File: src/rtl/acc_alu_flags.sv
// acc_alu_flags: SAP datapath accumulator, B operand register, combinational
// ALU and registered zero/carry flags.
//
// Ports:
//   clk, rst         clock and synchronous active-high reset
//   bus              shared data bus value, sampled when a write strobe is high
//   acc_write        load acc from bus
//   acc_lower_write  load acc with {zeros, bus[7:0]} (acc_write wins)
//   b_write          load b from bus
//   alu_op           0 ADD, 1 SUB, 2 INC, 3 DEC, 4 AND, 5 OR, 6 XOR, 7 NOT
//   flag_write       capture {C, Z} of the current ALU result
//   alu_out          combinational ALU result
//   acc_out, b_out   registered accumulator / B values
//   flag             registered flags, flag[0] = Z, flag[1] = C
//   WIDTH            datapath width, must be at least 9
module acc_alu_flags #(
    parameter int unsigned WIDTH = 16
) (
    input  logic             clk,
    input  logic             rst,
    input  logic [WIDTH-1:0] bus,
    input  logic             acc_write,
    input  logic             acc_lower_write,
    input  logic             b_write,
    input  logic [3:0]       alu_op,
    input  logic             flag_write,
    output logic [WIDTH-1:0] alu_out,
    output logic [WIDTH-1:0] acc_out,
    output logic [WIDTH-1:0] b_out,
    output logic [1:0]       flag
);

    localparam int unsigned EXT_W  = WIDTH + 1;
    localparam int unsigned HIGH_W = WIDTH - 8;

    localparam logic [3:0] OP_ADD = 4'd0;
    localparam logic [3:0] OP_SUB = 4'd1;
    localparam logic [3:0] OP_INC = 4'd2;
    localparam logic [3:0] OP_DEC = 4'd3;
    localparam logic [3:0] OP_AND = 4'd4;
    localparam logic [3:0] OP_OR  = 4'd5;
    localparam logic [3:0] OP_XOR = 4'd6;
    localparam logic [3:0] OP_NOT = 4'd7;

    logic [WIDTH-1:0] acc;
    logic [WIDTH-1:0] b;
    logic [EXT_W-1:0] ext_a;
    logic [EXT_W-1:0] ext_b;
    logic [EXT_W-1:0] ext_res;
    logic [WIDTH-1:0] result;
    logic             carry;
    logic             zero;

    assign ext_a = {1'b0, acc};
    assign ext_b = {1'b0, b};

    // ALU: arithmetic done one bit wider so the top bit is carry (ADD/INC)
    // or borrow (SUB/DEC, wraps to 1 exactly when the operand is smaller).
    always_comb begin
        ext_res = '0;
        result  = '0;
        carry   = 1'b0;
        unique case (alu_op)
            OP_ADD: begin
                ext_res = ext_a + ext_b;
                result  = ext_res[WIDTH-1:0];
                carry   = ext_res[WIDTH];
            end
            OP_SUB: begin
                ext_res = ext_a - ext_b;
                result  = ext_res[WIDTH-1:0];
                carry   = ext_res[WIDTH];
            end
            OP_INC: begin
                ext_res = ext_a + EXT_W'(1);
                result  = ext_res[WIDTH-1:0];
                carry   = ext_res[WIDTH];
            end
            OP_DEC: begin
                ext_res = ext_a - EXT_W'(1);
                result  = ext_res[WIDTH-1:0];
                carry   = ext_res[WIDTH];
            end
            OP_AND:  result = acc & b;
            OP_OR:   result = acc | b;
            OP_XOR:  result = acc ^ b;
            OP_NOT:  result = ~acc;
            default: result = '0;
        endcase
    end

    assign zero    = (result == '0);
    assign alu_out = result;

    // Accumulator: full load beats lower-byte load; reset beats both.
    always_ff @(posedge clk) begin
        if (rst) begin
            acc <= '0;
        end else if (acc_write) begin
            acc <= bus;
        end else if (acc_lower_write) begin
            acc <= {{HIGH_W{1'b0}}, bus[7:0]};
        end
    end

    // B operand register
    always_ff @(posedge clk) begin
        if (rst) begin
            b <= '0;
        end else if (b_write) begin
            b <= bus;
        end
    end

    // Flags sample the ALU on pre-edge acc/b, so a coincident acc_write of
    // alu_out leaves flags describing the value just written.
    always_ff @(posedge clk) begin
        if (rst) begin
            flag <= 2'b00;
        end else if (flag_write) begin
            flag <= {carry, zero};
        end
    end

    assign acc_out = acc;
    assign b_out   = b;

endmodule

File: config.mk
export PLATFORM = sky130hd
export DESIGN_NAME = acc_alu_flags
export DESIGN_NICKNAME = d
export VERILOG_FILES = /design/src/rtl/acc_alu_flags.sv
export SDC_FILE = /design/constraint.sdc
export NUM_CORES = 1
export LEC_CHECK = 0
export CAP_MARGIN = 20
export CORE_ASPECT_RATIO = 0.75
export CORE_MARGIN = 2
export CORE_UTILIZATION = 57
export CTS_CLUSTER_SIZE = 14
export DETAILED_ROUTE_END_ITERATION = 6
export DONT_BUFFER_PORTS = 1
export GPL_TIMING_DRIVEN = 0
export PLACE_DENSITY = 0.75
export SLEW_MARGIN = 40
export SYNTH_ARGS = -nofsm -noshare
export SYNTH_HDL_FRONTEND = slang
export SYNTH_SLANG_ARGS = --single-unit
File: constraint.sdc
create_clock -name clk -period 14.3 [get_ports clk]
set_clock_uncertainty 0.15 [all_clocks]
set_input_delay 4.29 -clock clk [delete_from_list [all_inputs] [get_ports clk]]
set_output_delay 4.29 -clock clk [all_outputs]
set_load 0.02 [all_outputs]
=== After elaboration in Yosys (flattened, before gate mapping) ===
Index checks and enable logic that the tools add are counted.

* Register bits: 34
* Input port bits: 26
* Output and inout port bits: 50
* Logic and storage cells: 25

* $add $sub $neg: 4
* Equal/unequal tests: 7
* Multiplexer cells: 4
* Bitwise gates (word level): 4
* Reduce and logical (&&, ||, !) cells: 3

{| class="wikitable"
|+ Operator list
! operator !! count
|-
| 16-bit one-hot mux with 8 select lines || 1
|-
| 16-bit two-way mux || 2
|-
| 16-bit by 1-bit adder with 17-bit output (second input constant) || 1
|-
| 16-bit by 16-bit adder with 17-bit output || 1
|-
| 16-bit by 1-bit subtractor with 17-bit output (second input constant) || 1
|-
| 16-bit by 16-bit subtractor with 17-bit output || 1
|-
| 16-bit AND || 1
|-
| 4-bit by 3-bit == test with 1-bit output (second input constant) || 4
|-
| 16-bit logical NOT || 1
|-
| 16-bit inverter || 1
|-
| 16-bit bitwise OR || 1
|-
| 16-bit bitwise XOR || 1
|-
| 4-bit by 2-bit == test with 1-bit output (second input constant) || 2
|-
| 4-bit by 1-bit == test with 1-bit output (second input constant) || 1
|-
| 4-bit logical NOT || 1
|-
| 1-bit one-hot mux with 4 select lines || 1
|-
| 2-bit nonzero test || 1
|}

=== Depth between registers and ports, before layout ===
* Depth after elaboration: 3
* Mapped depth: 14
* Gate-level depth less buffers: 13

=== Worst setup path before layout ===
OpenSTA, ideal clock, no wires.

* Path kind: input to output
* Start: input alu_op[1]
* End: output alu_out[15]
* Arrival time: 6,417 ps
* Required time: 9,860 ps
* Slack: 3,443 ps
* Cell stages on the path: 7
* Path buffers: 3
* Cells stage by stage: buf_2 > buf_2 > or4b_2 > clkbuf_1 > or4_1 > o211ai_1 > a32o_1

* Word-level cells in the longest chain between the ends: 2
* Elaborated cells on any way between the ends: 9

{| class="wikitable"
|+ Ends and longest elaborated chain
! item !! line !! text
|-
| start: declaration || 25 || <nowiki>input logic [3:0] alu_op,</nowiki>
|-
| 4-bit by 3-bit == test with 1-bit output, or another cell as far along || 63 || <nowiki>unique case (alu_op)</nowiki>
|-
| 16-bit one-hot mux with 8 select lines (*) || 63 ||
|-
| end: declaration || 27 || <nowiki>output logic [WIDTH-1:0] alu_out,</nowiki>
|}

Every way passes the cells marked *; elsewhere a longest branch is shown, timed or not.

=== Final worst setup path ===
* Start: input alu_op[0]
* End: output alu_out[13]

Same word-level chain as after synthesis.

==> metrics.txt <==
largest net degree at the start of global routing=13; Initial DRT Pass Iterations=6; routed len/inst=21.7 um; Ys Warns=0; Num CTS Buffers=5; Post-synth EDFFs=0; pre-CTS setup slack=2.94 ns; Pwr Total=0.381 mW; drt total wl=17.3 mm; Crit path max-delay family=buffers and inverters; relative slew slack=41.4%; filler-free cell count of the finished design=798; CTS tree=done; Synth cell types=78; Worst path most repeated cell=buf_2; Initial Util=58.3%; FMAX=86.7 MHz; Buf+Inv Stages, Crit Path=5; # clock sinks=34; Post-CTS Resized=0; crit-path cells=buf_6, buf_2, buf_2, buf_2, buf_1, nand2_1, o211ai_1, a21oi_1, a21oi_1, o21ai_0, nor3b_1, o211ai_1; CP Data Arrival Time=7.09 ns; gr ovfl total=0; Worst Tran Pin Value=0.870 ns; slowest stage delay, CP=0.44 ns; ys async rst share=0%; # setup viols final=0; # diodes=0; CP Capture Type=output pin; cell area after synthesis=4880 um^2; count leader, synth=nor2_1; Top FF cell, synth=dfxtp_1; slowest CP cell=buf_1; CP Max Fanout=10; Post-CTS Setup Inserts=0; Die Height=84.2 um; fin. max-slew vios=0; top post-synthesis cells by area=dfxtp_1 (14%), ha_1 (14%), a21oi_1 (6.8%); GRT Total Usage=36.0%; top-area cell type share of the netlist area=13.9%; final worst slack=2.77 ns; Post-CTS Hold Buffers=0; Final Hold Slack=0.453 ns; io pins=76; Final Hold Fails=0; vias per std cell=6.91; #FFs+latches synth=34; PwrDens=73.4 nW/um^2; Max Buffers Root-to-Sink=2; Max H-tree Level=2; initial antenna violation count=0; TNS Setup=0 ns; Clk pin slew, worst setup/hold paths=0.06 ns; WS Path Type=input port to output pin; Clock Root Buffer=clkbuf_16; maximum VDD drop=0.0000880 V; Iter 0 DRT Violations=916; Final period util=80.6%; final RePlAce weighted congestion=0.982; post-layout min period=11.53 ns; Port Buffers=0; CORE AREA=8380 um^2; fillers=794; max_cap viols=0; number of global-route vias before repair=4981; area grow syn2layout=6.35%; Std-Cell Rows=29; DP Wirelength=13.6 mm; Post-Syn Area per Cell=7.17 um^2; Syn Nets=762; full die area=9330 um^2; Via Count=5516; worst skew pair latency=0.28 ns; Die X=111 um; number of remaining DRC errors=0; RSZ-0062 raised after global routing=false; status=completed; share of the yosys chip area belonging to registers=13.9%; Antenna Violating Nets Remaining=0; leakage dissipation=1.98 nW; Setup crit start kind=input port; Total Nets Final=770; share of layout cells above drive strength 1=7.25%; Hold Path Class=register to register; first-pass GRT wire length=27.0 mm; worst path required time=9.86 ns; Post-Synthesis Cells=681; largest area contributor in the netlist=dfxtp_1; placed cells=790; Post-synth top cells=nor2_1 (75), a21oi_1 (66), ha_1 (53), inv_1 (53), o21ai_0 (37)
metrics by stage:
| stage | cell area [um^2] | util (%) |
|---|---|---|
| 5_1_grt | 5190 | 62.0 |
| 3_5_place_dp | 5040 | 60.1 |
| 2_1_floorplan | 4880 | - |
| 6_report | 5190 | 62.0 |
| 3_3_place_gp | 5020 | 59.9 |
| 4_1_cts | 5190 | 61.9 |
per-layer routing:
| layer | vias to the layer above | wire (um) | track usage [%] |
|---|---|---|---|
| li1 | 2521 | - | - |
| met1 | 2569 | 7610 | 55.6 |
| met2 | 397 | 6930 | 51.4 |
| met3 | 29 | 2490 | 7.36 |
| met4 | 0 | 250 | 7.16 |
| met5 | - | 0 | 0 |
state kept, by name, summed over array words and instances (netlist names):
signal and cells:
flag 2, acc_out 16, b_out 16
tightest hold or removal path, stage by stage (launching register included):
cell	delay [ns]
dfxtp_1	0.37
nand2b_1	0.11
o32ai_2	0.07
area by class of cell:
type                            instances  area, um^2  share of cell area, %
Inverter                               55         206                   3.97
Multi-Input combinational cell        540        3780                   72.8
Timing Repair Buffer                    1        5.00                 0.0964
Clock inverter                          1        5.00                 0.0964
Tap cell                              108         135                   2.60
Buffer                                 52         235                   4.53
Clock buffer                            7         143                   2.75
Sequential cell                        34         681                   13.1
placed cells by master (no fill, tap or decap), types with 14 or more instances in the layout:
| cell | instances |
|---|---|
| nand3_1 | 15 |
| a21oi_1 | 66 |
| clkbuf_1 | 36 |
| nand2_1 | 34 |
| nor2_1 | 75 |
| dfxtp_1 | 34 |
| a211oi_1 | 16 |
| mux2i_1 | 21 |
| nor3_1 | 26 |
| ha_1 | 53 |
| inv_1 | 53 |
| o211ai_1 | 14 |
| xnor2_1 | 14 |
| o21ai_0 | 37 |
cell families (layout without fill, tap and decap cells):
| group | after synthesis | count (layout) | share of synthesized area (%) |
|---|---|---|---|
| multiplexers | 26 | 26 | 6.38 |
| adder cells (fa/ha/maj) | 55 | 55 | 14.4 |
| XOR/XNOR | 16 | 16 | 2.87 |
| AO/OA/AOI/OAI | 211 | 211 | 28.5 |
| AND/OR/NAND/NOR | 232 | 232 | 24.9 |
| buffers and inverters | 107 | 116 | 9.04 |
| flip-flops | 34 | 34 | 13.9 |
report_power, final:
| part | internal (mW) | switching [mW] |
|---|---|---|
| clock | 0.0690 | 0.0397 |
| combinational | 0.0537 | 0.101 |
| sequential | 0.100 | 0.0178 |
| total | 0.223 | 0.159 |
worst paths after layout:
kind / cells past startpoint / to / from / slack (ns)
worst max-delay path: 12 / alu_out[13] / alu_op[0] / 2.77
worst min-delay path: 2 / flag[0] / flag[0] / 0.45
worst max register to register: 13 / flag[0] / acc_out[0] / 9.29
worst min register to register: 2 / flag[0] / flag[0] / 0.45
(Power assumes the default switching activity.)
